### config.mk
export PLATFORM = sky130hd
export DESIGN_NAME = id_ex_stage_reg
export DESIGN_NICKNAME = d
export VERILOG_FILES = /design/src/rtl/id_ex_stage_reg.sv
export SDC_FILE = /design/constraint.sdc
export NUM_CORES = 1
export LEC_CHECK = 0
export BUFFER_PORTS_ARGS = -buffer_cell sky130_fd_sc_hd__buf_2
export CAP_MARGIN = 20
export CORE_MARGIN = 5
export CORE_UTILIZATION = 46
export CTS_BUF_LIST = sky130_fd_sc_hd__clkbuf_8
export DETAILED_ROUTE_END_ITERATION = 7
export PLACE_DENSITY = 0.84
export REMOVE_ABC_BUFFERS = 1
export SETUP_SLACK_MARGIN = 0.3
export SLEW_MARGIN = 40
export SYNTH_ARGS = -nofsm -noshare
export SYNTH_HDL_FRONTEND = slang
export SYNTH_SLANG_ARGS = --single-unit
### constraint.sdc
create_clock -name clk -period 7.2 [get_ports clk]
set_input_delay 1.08 -clock clk [delete_from_list [all_inputs] [get_ports clk]]
set_output_delay 1.08 -clock clk [all_outputs]
set_load 0.05 [all_outputs]
### src/rtl/id_ex_stage_reg.sv
// ID/EX pipeline register for the 5-stage MIPS pipeline.
// Handles the load-use bubble, downstream stall and branch/jump flush, and keeps two event counters.
module id_ex_stage_reg #(
  parameter int DW = 32,
  parameter int AW = 5
) (
  input  logic          clk,
  input  logic          rst,
  input  logic          id_valid,
  input  logic [DW-1:0] id_pc,
  input  logic [DW-1:0] id_rs_data,
  input  logic [DW-1:0] id_rt_data,
  input  logic [DW-1:0] id_ext_imm,
  input  logic [AW-1:0] id_rs,
  input  logic [AW-1:0] id_rt,
  input  logic [AW-1:0] id_rd,
  input  logic [3:0]    id_alu_op,
  input  logic          id_alu_src,
  input  logic [1:0]    id_reg_dst,
  input  logic          id_reg_write,
  input  logic          id_mem_read,
  input  logic          id_mem_write,
  input  logic          id_mem_to_reg,
  input  logic          stall_in,
  input  logic          flush,
  output logic          hazard_stall,
  output logic          ex_valid,
  output logic [DW-1:0] ex_pc,
  output logic [DW-1:0] ex_rs_data,
  output logic [DW-1:0] ex_rt_data,
  output logic [DW-1:0] ex_ext_imm,
  output logic [AW-1:0] ex_rs,
  output logic [AW-1:0] ex_rt,
  output logic [AW-1:0] ex_rd,
  output logic [3:0]    ex_alu_op,
  output logic [1:0]    ex_reg_dst,
  output logic          ex_alu_src,
  output logic          ex_reg_write,
  output logic          ex_mem_read,
  output logic          ex_mem_write,
  output logic          ex_mem_to_reg,
  output logic [DW-1:0] inst_cnt,
  output logic [DW-1:0] bubble_cnt
);

  typedef struct packed {
    logic          valid;
    logic [DW-1:0] pc;
    logic [DW-1:0] rs_data;
    logic [DW-1:0] rt_data;
    logic [DW-1:0] ext_imm;
    logic [AW-1:0] rs;
    logic [AW-1:0] rt;
    logic [AW-1:0] rd;
    logic [3:0]    alu_op;
    logic [1:0]    reg_dst;
    logic          alu_src;
    logic          reg_write;
    logic          mem_read;
    logic          mem_write;
    logic          mem_to_reg;
  } ex_pkt_t;

  ex_pkt_t       ex_q, ex_d, id_pkt;
  logic [DW-1:0] inst_cnt_q, inst_cnt_d;
  logic [DW-1:0] bubble_cnt_q, bubble_cnt_d;
  logic          load_use;

  // An empty ID slot still carries its data fields, but none of its side effects.
  always_comb begin
    id_pkt            = '0;
    id_pkt.valid      = id_valid;
    id_pkt.pc         = id_pc;
    id_pkt.rs_data    = id_rs_data;
    id_pkt.rt_data    = id_rt_data;
    id_pkt.ext_imm    = id_ext_imm;
    id_pkt.rs         = id_rs;
    id_pkt.rt         = id_rt;
    id_pkt.rd         = id_rd;
    if (id_valid) begin
      id_pkt.alu_op     = id_alu_op;
      id_pkt.reg_dst    = id_reg_dst;
      id_pkt.alu_src    = id_alu_src;
      id_pkt.reg_write  = id_reg_write;
      id_pkt.mem_read   = id_mem_read;
      id_pkt.mem_write  = id_mem_write;
      id_pkt.mem_to_reg = id_mem_to_reg;
    end
  end

  always_comb begin
    load_use = ex_q.valid & ex_q.mem_read & (ex_q.rt != '0) & id_valid &
               ((ex_q.rt == id_rs) | (ex_q.rt == id_rt));
    hazard_stall = load_use & ~flush;
  end

  always_comb begin
    ex_d         = ex_q;
    inst_cnt_d   = inst_cnt_q;
    bubble_cnt_d = bubble_cnt_q;
    if (flush) begin
      ex_d = '0;
    end else if (stall_in) begin
      ex_d = ex_q;
    end else if (load_use) begin
      ex_d         = '0;
      bubble_cnt_d = bubble_cnt_q + DW'(1);
    end else begin
      ex_d = id_pkt;
      if (id_valid) inst_cnt_d = inst_cnt_q + DW'(1);
    end
  end

  always_ff @(posedge clk or posedge rst) begin
    if (rst) begin
      ex_q         <= '0;
      inst_cnt_q   <= '0;
      bubble_cnt_q <= '0;
    end else begin
      ex_q         <= ex_d;
      inst_cnt_q   <= inst_cnt_d;
      bubble_cnt_q <= bubble_cnt_d;
    end
  end

  assign ex_valid      = ex_q.valid;
  assign ex_pc         = ex_q.pc;
  assign ex_rs_data    = ex_q.rs_data;
  assign ex_rt_data    = ex_q.rt_data;
  assign ex_ext_imm    = ex_q.ext_imm;
  assign ex_rs         = ex_q.rs;
  assign ex_rt         = ex_q.rt;
  assign ex_rd         = ex_q.rd;
  assign ex_alu_op     = ex_q.alu_op;
  assign ex_reg_dst    = ex_q.reg_dst;
  assign ex_alu_src    = ex_q.alu_src;
  assign ex_reg_write  = ex_q.reg_write;
  assign ex_mem_read   = ex_q.mem_read;
  assign ex_mem_write  = ex_q.mem_write;
  assign ex_mem_to_reg = ex_q.mem_to_reg;
  assign inst_cnt      = inst_cnt_q;
  assign bubble_cnt    = bubble_cnt_q;

endmodule

After elaboration in Yosys (flattened, before gate mapping):

Index checks and enable logic that the tools add are counted.

* register bits after elaboration: 219
* input port bits: 159
* output and inout port bits: 220
* word-level logic and storage cells: 38

* add/sub/neg operators: 2
* equality and inequality tests: 3
* muxes and demuxes: 4
* bitwise gates (word level): 9
* reductions and logical operators: 3

Operator list (count)
* $mux W155: 3
* $add A32 B1 Y32 const B: 2
* $mux W11: 1
* $eq A5 B5 Y1: 2
* $and A1 B1 Y1: 5
* $reduce_bool A5 Y1: 1
* $reduce_and A4 Y1: 1
* $not A1 Y1: 3
* $reduce_and A3 Y1: 1
* $ne A2 B1 Y1 const B: 1
* $or A1 B1 Y1: 1

Longest topological paths before layout:

* depth in word-level cells: 7
* gate-level depth with buffers: 9
* gate-level depth less buffers: 6

Worst setup path after synthesis:

Ideal clock, no wire load.

* path kind: input to output
* from: input port id_valid
* to: output port hazard_stall
* arrival time: 2.744 ns
* data required time: 6.120 ns
* slack: 3.376 ns
* cell stages on the path: 6
* buffers on the path: 3
* path through: clkbuf_1 > o2111ai_2 > or2_1 > buf_2 > buf_2 > nor2_1

* longest elaborated chain between the ends: 3

RTL lines
* start, declared: line 9 `input logic id_valid,`
* $and A1 B1 Y1 (2 in series): line 92 `load_use = ex_q.valid & ex_q.mem_read & (ex_q.rt != '0) & id_valid &`
* $and A1 B1 Y1: line 94 `hazard_stall = load_use & ~flush;`
* end, declared: line 26 `output logic hazard_stall,`

No other way between the ends.

Final worst setup path:

* from: input port id_rs[1]
* to: output port hazard_stall

* longest elaborated chain between the ends: 4

RTL lines
* start, declared: line 14 `input logic [AW-1:0] id_rs,`
* $eq A5 B5 Y1: line 93 `((ex_q.rt == id_rs) | (ex_q.rt == id_rt));`
* $or A1 B1 Y1: line 93
* $and A1 B1 Y1: line 92
* $and A1 B1 Y1: line 94

No other way between the ends.

==> reports/qor.yml <==
critical_path:
  cp_max_fo: 6
  cp_top_family: "simple AND/OR/NAND/NOR gates"
  cpMostUsedCell: "buf_2"
  slowest_delay_ps: 440
  crit_required_ps: 6120
  cp-start-kind: "input pin"
  cp.arrival_ps: 2710
  endpoint_kind: "output port"
  reg2reg_from: "ex_rt[1]$_DFFE_PP0P_"
  cpMaxStageDelayCell: "nor3_1"
  crit_type: "input pin to output port"
  r2r_end: "inst_cnt[1]$_DFFE_PP0P_"
  cp_num_buf_inv: 2
  path_cells: "buf_2 > xor2_1 > nor3_1 > a22oi_1 > or2_4 > nor2_1 > buf_2"
  rrSetupSlack_ps: 3610
  rr_worst_depth: 8
global_routing:
  grt_pass1_vias: 8755
  grt_max_degree: 113
  antenna_found_initial: 4
  grt_first_pass_wirelength_mm: 45.68
  track_usage_pct: 22.67
  overflow: 0
sta:
  fmaxAchievable_ghz: 0.2635
  slew-limit-headroom_pct: 48.27
  worstMarginPinSlew_ps: 776.0
  hold_viol_final: 0
  timing.hold.ws_ps: 468.9
  drv_slew: 0
  finalCritPeriodShare_pct: 52.70
  finalClockSkew_ps: 11.52
  tns_ps: 0
  fin_ws_ps: 3406
  period_needed_ps: 3794
  rsz0062_at_grt: "no"
  setup_violations: 0
synthesis:
  synth-edff-count: 0
  synth_top_area_share_pct: 55.02
  avgSynthCellArea_um2: 9.981
  synth_xor_area_share_pct: 6.331
  synth_mux_area_share_pct: 0.2261
  yosysSeqAreaShare_pct: 55.02
  synth.most_common_cell: "dfrtp_1"
  ys.flop_type: "dfrtp_1"
  synthAdderAreaFrac_pct: 0.2512
  synth_area_leaders: "dfrtp_1, nand3b_1, a21oi_1"
  synth_top_family_by_area: "simple AND/OR/NAND/NOR gates"
  synth_compound_area_share_pct: 8.089
  synth_cells: 998
  yosysWarnings: 0
  synth_cell_types: 32
  yosysTopAreaCell: "dfrtp_1"
  synth-simple-area-share_pct: 25.83
  ys_ff_latch: 219
  netlist_area_mm2: 0.009961
  ys_async_sr_fraction_pct: 100.0
  yosys-top-cells-count: "dfrtp_1, nand2_1, a21oi_1"
cts:
  root_buffer: "clkbuf_8"
  clk_latency_ps: 500
  ctsHoldBuffers: 0
  ctsResizeCount: 0
  postCtsSetupRepairBufs: 0
  cts_tree: "yes"
  htree_num_levels: 2
  cts_buffers: 38
  cts_buffer_depth: 3
  cts.reportedPaths.clkPinSlew_ps: 50
  cts_num_sinks: 219
routing:
  wl_mm: 29.36
  post_drt_wl_per_cell_um: 17.84
  antenna_left: 0
  post_drt_via_cell_ratio: 5.383
  dr.pass1.iters: 5
  via_count: 8860
  route.detailed.drc: 0
  drt_iter0_markers: 685
die:
  die_x_um: 157.2
  floorplan.initialDensity_pct: 47.09
  io_pins: 379
  num_rows: 53
  core_area_mm2: 0.02115
  dieArea_mm2: 0.02470
  die_h_um: 157.2
status:
  status: "finished, final reports clean"
place:
  place_hpwl_mm: 20.35
  dp_cells: 1580
  place_ws_ps: 3198
  routabilityCongestion: 0.8438
  io_buffers: 378
hold_path:
  hold_path.class: "register to register"
  min_path_cells: 1
  min_to: "inst_cnt[31]$_DFFE_PP0P_"
  min-delay-start: "inst_cnt[31]$_DFFE_PP0P_"
finish:
  ff_latch_area_mm2: 0.005480
  final_cell_count_no_fill: 1646
  num-fill-cells: 1787
  drive_gt1_share_pct: 32.89
  area_growth_pct: 27.13
  multiInputGateArea_mm2: 0.004061
  nets: 1506
pwr:
  finalPower_uw: 2914
  p_per_area_mw_per_mm2: 230.1
  peakVddDrop_uv: 179.0
  power.leakage_uw: 0.006541
flow_run:
  maxCapViolations: 0
## stage by stage
step	instance area (um2)	util [%]
final	12660	59.86
after global placement	11870	56.13
after global routing	12660	59.86
after detailed placement	11910	56.29
after CTS	12650	59.79
after floorplan	9552	-
## area by class of cell
class,count,share of cell area [%]
multi-input cells,694,32.07
repair buffers,388,15.85
well taps,275,2.717
flip-flops and latches,219,43.28
clock inverters,13,0.4150
diodes,3,0.05928
clock buffers,50,5.434
inverters,4,0.1778
## layer usage
| metal | up-vias | global-route usage, % | share of wire, % |
|---|---|---|---|
| met5 | - | 0 | 0.024 |
| met4 | 2 | 7.948 | 2.7 |
| met3 | 60 | 6.406 | 9.1 |
| met2 | 389 | 36.86 | 49 |
| met1 | 4268 | 29.34 | 39 |
| li1 | 4141 | - | - |
## cells by family (layout without fill, tap and decap cells)
| group | after synthesis | in the layout |
|---|---|---|
| AOI/OAI and AO/OA | 158 | 158 |
| xor gates and xnor gates | 72 | 72 |
| adders and majority gates | 2 | 2 |
| buffers and inverters | 85 | 455 |
| DFF | 219 | 219 |
| muxes | 2 | 2 |
| other | 0 | 3 |
| and+or+nand+nor | 460 | 460 |
## how the worst max path moves through the flow
stage | cells after the start | startpoint | end | slack, ps
floorplan | 1 | rst | bubble_cnt[0]$_DFFE_PP0P_ | 130
global placement | 9 | id_rt[0] | inst_cnt[1]$_DFFE_PP0P_ | 2880
detailed placement | 10 | id_rs[1] | bubble_cnt[29]$_DFFE_PP0P_ | 3200
CTS | 7 | id_rs[1] | hazard_stall | 3390
global route | 7 | id_rs[1] | hazard_stall | 3280
finish | 7 | id_rs[1] | hazard_stall | 3410
## worst register-to-register path: stages, from the launching register on
cell       delay, ps
dfrtp_1          480
or4_1            570
o2111ai_2        230
or2_4            200
buf_4            400
buf_12           310
buf_6            600
nand3_1          370
mux2_2           320
## layout by cell type, fill, tap and decap left out, types with 2 or more instances in the layout
master | netlist | final
a21oi_1 | 155 | 155
and2_1 | 2 | 2
and3_1 | 13 | 13
and4_1 | 3 | 3
buf_2 | 11 | 376
buf_4 | 2 | 5
buf_6 | 11 | 6
clkbuf_8 | 0 | 50
dfrtp_1 | 219 | 219
diode_2 | 0 | 3
ha_1 | 2 | 2
inv_1 | 4 | 15
mux2_2 | 2 | 2
nand2_1 | 183 | 183
nand3_1 | 20 | 20
nand3b_1 | 144 | 144
nand4_1 | 24 | 24
nand4b_1 | 11 | 11
nor2_1 | 20 | 19
nor3_1 | 15 | 15
nor4_1 | 13 | 13
nor4_2 | 3 | 3
or2_1 | 4 | 3
or4_1 | 2 | 2
xnor2_1 | 27 | 27
xor2_1 | 45 | 45
## where the power goes
part,total [uW],internal (uW),switching (uW)
Sequential,1330,1290,41.5
Combinational,488,132,356
Clock,1100,614,482
Total,2910,2030,879
No activity file was read; power rests on OpenSTA's default activity.
